`config.mk`:
```
export PLATFORM = sky130hd
export DESIGN_NAME = mem_list_engine
export DESIGN_NICKNAME = d
export VERILOG_FILES = /design/src/rtl/mem_list_engine.sv
export SDC_FILE = /design/constraint.sdc
export NUM_CORES = 1
export LEC_CHECK = 0
export ABC_CLOCK_PERIOD_IN_PS = 4300
export CAP_MARGIN = 30
export CELL_PAD_IN_SITES_DETAIL_PLACEMENT = 0
export CELL_PAD_IN_SITES_GLOBAL_PLACEMENT = 1
export CORE_MARGIN = 8
export CORE_UTILIZATION = 40
export CTS_BUF_LIST = sky130_fd_sc_hd__clkbuf_4
export CTS_CLUSTER_SIZE = 14
export DETAILED_ROUTE_END_ITERATION = 10
export PLACE_DENSITY_LB_ADDON = 0.1
export SYNTH_ARGS = -nofsm -noshare
export SYNTH_HDL_FRONTEND = slang
export SYNTH_SLANG_ARGS = --single-unit
```
`constraint.sdc`:
```
create_clock -name clock -period 4.3 [get_ports clock]
set_input_delay 0.43 -clock clock [delete_from_list [all_inputs] [get_ports clock]]
set_output_delay 0.43 -clock clock [all_outputs]
set_load 0.01 [all_outputs]
```
`src/rtl/mem_list_engine.sv`:
```
// rtl/mem_list_engine.sv - count-prefixed word list master (READ streams entries, APPEND writes entry then count)
module mem_list_engine #(
  parameter int MAX_ENTRIES = 64,
  parameter int IDX_WIDTH   = 7
) (
  input  logic        clock,
  input  logic        nrst,
  input  logic        start,
  input  logic        op,
  input  logic [15:0] base_addr,
  input  logic [15:0] count_addr,
  input  logic [15:0] app_data,
  output logic        busy,
  output logic        done,
  output logic        err,
  output logic [15:0] out_data,
  output logic        out_valid,
  input  logic        out_ready,
  output logic        out_last,
  output logic [15:0] mem_address,
  output logic        mem_wr_en,
  output logic [15:0] mem_data_in,
  input  logic [15:0] mem_data_out
);

  typedef enum logic [2:0] {
    S_IDLE, S_RD_CNT, S_RD_ENT, S_WAIT_ACK, S_WR_ENT, S_WR_CNT, S_DONE
  } state_t;

  localparam logic [15:0] MAX_CNT = 16'(MAX_ENTRIES);

  state_t               state_q, state_d;
  logic                 op_q, op_d;
  logic [15:0]          base_q, base_d;
  logic [15:0]          caddr_q, caddr_d;
  logic [15:0]          app_q, app_d;
  logic [15:0]          cnt_q, cnt_d;
  logic [IDX_WIDTH-1:0] idx_q, idx_d;
  logic [15:0]          out_data_q, out_data_d;
  logic                 out_valid_q, out_valid_d;
  logic                 out_last_q, out_last_d;
  logic                 err_q, err_d;

  logic [15:0] idx_ext;
  logic [15:0] ent_addr;

  assign idx_ext  = 16'(idx_q);
  assign ent_addr = base_q + (idx_ext << 1);

  always_comb begin
    state_d     = state_q;
    op_d        = op_q;
    base_d      = base_q;
    caddr_d     = caddr_q;
    app_d       = app_q;
    cnt_d       = cnt_q;
    idx_d       = idx_q;
    out_data_d  = out_data_q;
    out_valid_d = out_valid_q;
    out_last_d  = out_last_q;
    err_d       = err_q;
    case (state_q)
      S_IDLE: begin
        if (start) begin
          op_d    = op;
          base_d  = base_addr;
          caddr_d = count_addr;
          app_d   = app_data;
          err_d   = 1'b0;
          state_d = S_RD_CNT;
        end
      end
      S_RD_CNT: begin
        cnt_d = mem_data_out;
        if (!op_q) begin
          if (mem_data_out == 16'd0) begin
            state_d = S_DONE;
          end else if (mem_data_out > MAX_CNT) begin
            err_d   = 1'b1;
            state_d = S_DONE;
          end else begin
            idx_d   = '0;
            state_d = S_RD_ENT;
          end
        end else if (mem_data_out >= MAX_CNT) begin
          err_d   = 1'b1;
          state_d = S_DONE;
        end else begin
          state_d = S_WR_ENT;
        end
      end
      S_RD_ENT: begin
        out_data_d  = mem_data_out;
        out_valid_d = 1'b1;
        out_last_d  = (idx_ext == (cnt_q - 16'd1));
        state_d     = S_WAIT_ACK;
      end
      S_WAIT_ACK: begin
        if (out_ready) begin
          out_valid_d = 1'b0;
          out_last_d  = 1'b0;
          if (out_last_q) begin
            state_d = S_DONE;
          end else begin
            idx_d   = idx_q + 1'b1;
            state_d = S_RD_ENT;
          end
        end
      end
      S_WR_ENT: state_d = S_WR_CNT;
      S_WR_CNT: state_d = S_DONE;
      S_DONE:   state_d = S_IDLE;
      default:  state_d = S_IDLE;
    endcase
  end

  // Memory port is a pure decode of state; the address is held through WAIT_ACK.
  always_comb begin
    mem_address = 16'd0;
    mem_wr_en   = 1'b0;
    mem_data_in = 16'd0;
    case (state_q)
      S_RD_CNT:             mem_address = caddr_q;
      S_RD_ENT, S_WAIT_ACK: mem_address = ent_addr;
      S_WR_ENT: begin
        mem_address = base_q + (cnt_q << 1);
        mem_wr_en   = 1'b1;
        mem_data_in = app_q;
      end
      S_WR_CNT: begin
        mem_address = caddr_q;
        mem_wr_en   = 1'b1;
        mem_data_in = cnt_q + 16'd1;
      end
      default: ;
    endcase
  end

  always_ff @(posedge clock or negedge nrst) begin
    if (!nrst) begin
      state_q     <= S_IDLE;
      op_q        <= 1'b0;
      base_q      <= 16'd0;
      caddr_q     <= 16'd0;
      app_q       <= 16'd0;
      cnt_q       <= 16'd0;
      idx_q       <= '0;
      out_data_q  <= 16'd0;
      out_valid_q <= 1'b0;
      out_last_q  <= 1'b0;
      err_q       <= 1'b0;
    end else begin
      state_q     <= state_d;
      op_q        <= op_d;
      base_q      <= base_d;
      caddr_q     <= caddr_d;
      app_q       <= app_d;
      cnt_q       <= cnt_d;
      idx_q       <= idx_d;
      out_data_q  <= out_data_d;
      out_valid_q <= out_valid_d;
      out_last_q  <= out_last_d;
      err_q       <= err_d;
    end
  end

  assign busy      = (state_q != S_IDLE);
  assign done      = (state_q == S_DONE);
  assign err       = err_q;
  assign out_data  = out_data_q;
  assign out_valid = out_valid_q;
  assign out_last  = out_last_q;

endmodule

```
Word-level counts from Yosys, hierarchy flattened
Index checks and enable logic that the tools add are counted.
Storage, ports and cells
  word-level logic and storage cells: 74
  input bits: 69
  bits in registers: 94
Operators by class
  order comparisons: 2
  muxes and demuxes: 26
  eq/ne operators: 16
  reductions and logical operators: 14
  add/sub/neg operators: 5
Operators with widths (number)
  16-bit case mux with 3 select lines: 1
  7-bit two-way mux: 5
  16-bit case mux with 2 select lines: 1
  3-bit two-way mux: 6
  3-bit case mux with 6 select lines: 1
  16-bit by 1-bit adder with 16-bit output (second input constant): 1
  16-bit adder: 1
  16-bit by 8-bit adder with 16-bit output: 1
  7-bit by 16-bit == test with 1-bit output: 1
  16-bit by 7-bit >= comparator with 1-bit output (second input constant): 1
  16-bit by 7-bit > comparator with 1-bit output (second input constant): 1
  16-bit logical NOT: 1
  16-bit by 1-bit subtractor with 16-bit output (second input constant): 1
  7-bit case mux with 2 select lines: 1
  2-bit inequality test (second input constant): 6
  3-bit == test (second input constant): 3
  3-bit inequality test (second input constant): 3
  7-bit by 1-bit adder with 7-bit output (second input constant): 1
  1-bit two-way mux: 7
  3-bit by 2-bit == test with 1-bit output (second input constant): 2
  1-bit case mux with 2 select lines: 3
  2-bit AND reduction: 3
  6-bit AND reduction: 1
  2-bit nonzero test: 3
  6 further kinds: 8

Depth between registers and ports, before layout
Gate-level depths: netlist (run 1).
  depth in word-level cells: 5
  depth in mapped cells: 13
  gate-level depth less buffers: 11

Worst setup path before layout (run 1)
OpenSTA, ideal clock, no wires.
  path kind: register to output
  from: reg state_q[1]
  to: out mem_address[11]
  data required time: 3870 ps
  arrival time: 3118 ps
  stages on the path, launching flop included: 14
  slack: 752 ps
  path buffers: 2
  path through: dfrtp_1 -> buf_2 -> nor3b_2 -> clkbuf_1 -> mux2_2 -> ha_1 -> inv_1 -> fa_1 -> nand3b_1 -> a21boi_1 -> o21ai_0 -> a21boi_0 -> or3_1 -> a32o_1
On the way
  cells in the longest elaborated chain, start to end: 3
  elaborated cells on any way between the ends: 8
  classes of those cells: eq/ne: 5; mux: 1; reduce/logical: 2
RTL lines
  from (decl): line 32  | state_t state_q, state_d;
  from (signal assigned): line 153  | state_q <= state_d;
  3-bit == test, or another cell as far along: line 122  | case (state_q)
  2-bit OR reduction, on equally long branches
  16-bit case mux with 3 select lines (*): line 122
  to (decl): line 20  | output logic [15:0] mem_address,
Every way passes the cells marked *; elsewhere a longest branch is shown, timed or not.

Worst setup path in the final report (run 1)
  from: reg state_q[1]
  to: out mem_address[8]
The elaborated chain is that of the path after synthesis.

==> results of run 1 <==
[synthesized netlist by cell type, types with 2 or more instances]
cell type,instances,area [um^2]
a21oi_1,15,75.1
nand3b_1,2,15.0
or3_1,5,31.3
mux2_1,2,22.5
xnor2_1,17,149
nand4_1,11,68.8
buf_2,14,70.1
nor2_1,28,105
dfrtp_1,94,2350
nor2b_1,5,31.3
a21boi_0,2,15.0
buf_6,3,33.8
nand2b_1,2,12.5
o21a_1,3,22.5
nand2_1,52,195
o21bai_1,2,15.0
xor2_1,22,193
nand3_1,13,65.1
a21o_1,4,30.0
and2_1,7,43.8
ha_1,19,238
inv_1,13,48.8
o21ai_0,49,245
a32o_1,6,60.1
clkbuf_1,11,41.3
or4_1,2,15.0
nor2_2,2,12.5
o22ai_1,2,12.5
a22o_1,3,26.3
nor3_1,7,35.0
nor2_8,2,40.0
and3_1,3,18.8
nor4_1,4,25.0
mux2_2,81,912
o31ai_1,2,15.0
[cell type report]
cell class              count  area share [%]
diodes                      2          0.0701
clock buffers               9           0.946
clock inverters             7            1.03
inverters                  13           0.683
multi-input cells         390            41.5
flip-flops and latches     94            33.0
well taps                 180            3.15
repair buffers            142            19.7
[repair_timing]
action                     CTS  global route
setup buffers                2             2
setup endpoints to repair    7             8
gates resized for setup      7            12
hold endpoints to repair     0             0
pin swaps                    1             2
[state kept, by name (all words and copies together), names as in the netlist]
register	count
out_valid	1
base_q	16
err	1
out_last	1
cnt_q	16
state_q	3
out_data	16
idx_q	7
op_q	1
app_q	16
caddr_q	16
[logic make-up after synthesis]
| family | count (synthesis) |
|---|---|
| multiplexers | 84 |
| adder cells (fa/ha/maj) | 20 |
| buffers and inverters | 43 |
| AND/OR/NAND/NOR | 152 |
| flip-flops | 94 |
| AO/OA/AOI/OAI | 95 |
| XOR/XNOR | 39 |
[layer usage]
metal	up-vias	global-route usage (%)	routed length, um	part of all wire (%)
li1	2126	-	-	-
met1	2121	22.5	7040	47
met2	121	27.3	7000	46
met3	16	5.69	851	5.6
met4	0	5.30	237	1.6
met5	-	0	0	0
[worst register-to-register path, cell delays in order, from the launching register on]
cell	delay, ns
dfrtp_1	0.42
buf_4	0.18
or3_1	0.44
nor2_4	0.54
buf_4	0.51
mux2_2	0.40
[worst min-delay path by stage]
stage | from | end | slack [ns] | cells past startpoint
after detailed placement | out_valid | out_valid | 0.48 | 1
after global placement | out_valid | out_valid | 0.47 | 1
after CTS | nrst | out_data[0] | 0.03 | 1
after floorplan | nrst | app_q[0] | 0.13 | 0
after global routing | nrst | caddr_q[11] | 0.02 | 1
final | nrst | caddr_q[0] | 0.003 | 1
[metrics by stage]
stage / cell area [um^2] / total power [uW] / worst slack (ns) / util (%) / hold slack [ns]
final: 7140 / 5250 / 0.266 / 52.3 / 0.00303
after global placement: 6900 / 4680 / 0.288 / 50.5 / 0.466
after CTS: 7080 / 5280 / 0.00459 / 51.8 / 0.0288
after floorplan: 5490 / 3520 / 0.752 / - / 0.134
after global routing: 7140 / 5670 / 0.00853 / 52.3 / 0.0186
after detailed placement: 6900 / 4730 / 0.271 / 50.5 / 0.478
[power breakdown]
group          internal (uW)  total, uW  switching (uW)
clock                    180        501             321
combinational           1620       3040            1420
sequential              1320       1710             391
total                   3110       5250            2130
==> results_dict.tcl, run 1 <==
set metrics [dict create \
    worst-r2r-setup-slack_ns 1.71 \
    synth_seq_cells 94 \
    dr.first_iter.drc_count 252 \
    synth_fa_ha_area_share_pct 4.70 \
    fp.dieArea_um2 17700 \
    syn2layout_area_growth_pct 30.1 \
    cp_data_required_time_ns 3.87 \
    cts_tree "yes" \
    htree_levels 3 \
    cts-root-buf "clkbuf_4" \
    start_kind "flop" \
    final_cell_mix "116 x clkdlybuf4s50_1, 93 x dfrtp_1, 81 x mux2_2, 52 x nand2_1, 47 x o21ai_0" \
    synthSimpleGateAreaFrac_pct 14.6 \
    drc_errors 0 \
    synth_compound_area_share_pct 10.7 \
    routedWlPerCell_um 18.1 \
    grt_first_pass_wirelength_um 24900 \
    crit_chain "nor3b_4 > buf_6 > buf_12 > mux2_2 > ha_1 > a21o_1 > a31o_2 > a21oi_1 > xor2_1 > o21ai_0 > clkdlybuf4s50_1" \
    fin_nets 739 \
    instances_no_fill 837 \
    grt_start_max_net_pins 63 \
    crit_slowest_cell "clkdlybuf4s50_1" \
    rsz0062_at_grt "false" \
    overflow 0 \
    coreArea_um2 13700 \
    fin_tns_setup_ns 0 \
    drive_gt1_share_pct 20.8 \
    fmaxAchievable_mhz 248 \
    synth_top_family_by_area "multiplexers" \
    nFillCells 1262 \
    cts_buffers 9 \
    startpoint "state_q[1]" \
    hold_buffers 0 \
    crit_buf_inv 3 \
    worstPathArrival_ns 3.60 \
    syn_inst 527 \
    die_w_um 133 \
    synth_seq_area_share_pct 42.9 \
    clk_path_buf_depth 2 \
    initial_core_util_pct 40.2 \
    status "finished clean" \
    rows 43 \
    gr-usage-all-layers_pct 17.4 \
    crit_end "mem_address[8]" \
    detailed_place_hpwl_um 11200 \
    maxSlewHeadroom_pct 44.8 \
    portBuffers 122 \
    multi_input_area_um2 2960 \
    path_class "flop to output port" \
    synth_nets 616 \
    avgSynthCellArea_um2 10.4 \
    grt_pass1_vias 4741 \
    hold_violations 0 \
    tightest_slew_ns 0.828 \
    r2r-end "base_q[13]" \
    path_max_fanout 25 \
    cts_sinks 94 \
    r2r-start "state_q[2]" \
    finalClockSkew_ns 0.0107 \
    hold_class "primary input to async pin" \
    synth_mux_area_share_pct 17.2 \
    period_share_pct 93.8 \
    drv_slew 0 \
    num_vias 4384 \
    dp_cells 814 \
    syn_area_um2 5490 \
    drv_cap 0 \
    die_y_um 133 \
    post-route-min-period_ns 4.03 \
    power_per_cell_area_nw_per_um2 735 \
    synth_edf_count 0 \
    ys_async_sr_fraction_pct 100 \
    clock_latency_ns 0.48 \
    irDropWorstVdd_v 0.000340 \
    dr.pass1.iters 5 \
    power_leakage_uw 0.00296 \
    ant_nets 0 \
    cp.depth 11 \
    cts.clk_slew.worst_paths_ns 0.15 \
    synth_xor_xnor_area_share_pct 6.22 \
    ys_types 53 \
    synth-warning-count 0 \
    slowest_delay_ns 0.56 \
    setup_violations 0 \
    gp_congestion 0.883 \
    critPathTopFamily "buffers and inverters" \
    critPathCaptureType "output port" \
    finalWirelength_um 15100 \
    vias_per_cell 5.24 \
    ios 123 \
    r2r.worst_path.cells 5 \
    antenna_found_initial 1 \
    ff_latch_area_um2 2350 \
    final_common_cell "clkdlybuf4s50_1" \
    synth-main-ff-cell "dfrtp_1" \
]
Power figures use the tool's default switching activity.
==> run 2, diff against run 1 <==
Settings changed: RECOVER_POWER from default to 50.
==> run 2 against run 1 <==
  * Routed wire length about the same
  * Maximum frequency about the same
  * Total power down 0.49%
  * Clock power about the same
  * Critical path depth unchanged
  * First-iteration DRC count up 3.2%
  * The flow now finishes with violations (max-capacitance violations, max-slew violations)
  * Largest cell class unchanged
  * Clock skew about the same
  * Die area unchanged
  * Sequential power about the same
  * Register-to-register slack worse by 0.45 ns
  * Via count up 0.32%
==> results_dict.tcl, run 2 (synthesis results as in run 1) <==
set metrics [dict create \
    clock_latency_ns 0.48 \
    irDropWorstVdd_v 0.000326 \
    crit_end "mem_address[8]" \
    num_vias 4398 \
    die_w_um 133 \
    cp_data_required_time_ns 3.87 \
    final_common_cell "clkdlybuf4s50_1" \
    gp_congestion 0.883 \
    crit_buf_inv 3 \
    setup_violations 0 \
    overflow 0 \
    power_leakage_uw 0.00294 \
    finalWirelength_um 15100 \
    cts_buffers 9 \
    initial_core_util_pct 40.2 \
    critPathTopFamily "buffers and inverters" \
    fmaxAchievable_mhz 248 \
    switching_power_uw 2130 \
    post-route-min-period_ns 4.03 \
    grt_start_max_net_pins 63 \
    r2r-end "idx_q[0]" \
    cp.depth 11 \
    worst-r2r-setup-slack_ns 1.26 \
    vias_per_cell 5.25 \
    routedWlPerCell_um 18.1 \
    final_cell_mix "112 x clkdlybuf4s50_1, 93 x dfrtp_1, 81 x mux2_2, 52 x nand2_1, 47 x o21ai_0" \
    dr.pass1.iters 4 \
    r2r.worst_path.cells 7 \
    die_y_um 133 \
    utilization_pct 52.1 \
    maxSlewHeadroom_pct -128 \
    rsz0062_at_grt "false" \
    cts_tree "yes" \
    antenna_found_initial 1 \
    intPower_uw 3090 \
    pwr-share-seq_pct 32.7 \
    dr.first_iter.drc_count 260 \
    drc_errors 0 \
    grt_first_pass_wirelength_um 24900 \
    fin_hold_ws_ns 0.506 \
    design_area_um2 7110 \
    fin_nets 739 \
    fin_tns_setup_ns 0 \
    ios 123 \
    cts_sinks 94 \
    total_power_uw 5220 \
    drv_slew 63 \
    grt_pass1_vias 4741 \
    switching_share_pct 40.8 \
    ant_nets 0 \
    ff_latch_area_um2 2350 \
    clkPwrFrac_pct 9.6 \
    fp.dieArea_um2 17700 \
    multi_input_area_um2 2960 \
    coreArea_um2 13700 \
    detailed_place_hpwl_um 11200 \
    violations "max-capacitance violations, max-slew violations" \
    cts-root-buf "clkbuf_4" \
    startpoint "state_q[1]" \
    slowest_delay_ns 0.56 \
    crit_slowest_cell "clkdlybuf4s50_1" \
    dpl-instance-area_um2 6900 \
    start_kind "flop" \
    nFillCells 1266 \
    hold_violations 0 \
    worstPathArrival_ns 3.60 \
    rows 43 \
    critPathCaptureType "output port" \
    clk_path_buf_depth 2 \
    pwr-share-comb_pct 57.7 \
    hold_class "flop to flop" \
    cts.clk_slew.worst_paths_ns 0.15 \
    path_max_fanout 25 \
    status "finished, violations left" \
    period_share_pct 93.8 \
    crit_chain "nor3b_4 > buf_6 > buf_12 > mux2_2 > ha_1 > a21o_1 > a31o_2 > a21oi_1 > xor2_1 > o21ai_0 > clkdlybuf4s50_1" \
    drive_gt1_share_pct 20.0 \
    power_per_cell_area_nw_per_um2 734 \
    finalClockSkew_ns 0.0111 \
    portBuffers 122 \
    drv_cap 1 \
    htree_levels 3 \
    syn2layout_area_growth_pct 29.6 \
    r2r-start "state_q[1]" \
    path_class "flop to output port" \
    tightest_slew_ns 3.41 \
    gr-usage-all-layers_pct 17.4 \
]
run 2: cell count changes in the layout (fill, tap and decap cells not counted), moves of 4 or more:
cell | previous run | this run
clkdlybuf4s50_1 | 116 | 112
dlygate4sd3_1 | 0 | 4
clkbuf_1 | 0 | 4
buf_4 | 18 | 14
run 2: worst min path at each step:
stage / startpoint / to / slack (ns) / cells past startpoint
2_1_floorplan: nrst / app_q[0] / 0.13 / 0
3_3_place_gp: out_valid / out_valid / 0.47 / 1
3_5_place_dp: out_valid / out_valid / 0.48 / 1
4_1_cts: nrst / out_data[0] / 0.03 / 1
5_1_grt: base_addr[1] / base_q[1] / 0.49 / 2
6_report: out_valid / out_valid / 0.51 / 1
run 2: power by group through the flow:
| stage | clock, uW | combinational (uW) | sequential, uW |
|---|---|---|---|
| after floorplan | 0 | 1950 | 1570 |
| after global placement | 0 | 2950 | 1720 |
| after detailed placement | 0 | 2990 | 1740 |
| after CTS | 523 | 3040 | 1710 |
| after global routing | 562 | 3310 | 1770 |
| final | 502 | 3010 | 1710 |
run 2: routing by layer:
metal  vias up  GRT usage (%)  routed length, um
li1       2120              -                  -
met3        18           5.69                846
met4         0           5.30                238
met5         -              0                  0
met2       119           27.3               7000
met1      2141           22.5               7030
run 2: repair_timing:
| item | CTS | global route |
|---|---|---|
| setup buffers | 2 | 2 |
| pin swaps | 1 | 2 |
| setup endpoints to repair | 7 | 8 |
| hold buffers | 0 | 0 |
| gates resized for setup | 7 | 12 |
run 2: cell type report:
cell class / instances / area share [%]
multi-input cells: 390 / 41.6
flip-flops and latches: 94 / 33.1
repair buffers: 142 / 19.4
well taps: 180 / 3.17
clock inverters: 7 / 1.04
clock buffers: 9 / 0.950
inverters: 13 / 0.686
diodes: 2 / 0.0703
run 2: metrics by stage:
step | setup WS, ns | instances
floorplan | 0.752 | 527
global placement | 0.288 | 814
detailed placement | 0.271 | 814
CTS | 0.00459 | 832
global route | 0.00887 | 837
finish | 0.266 | 837
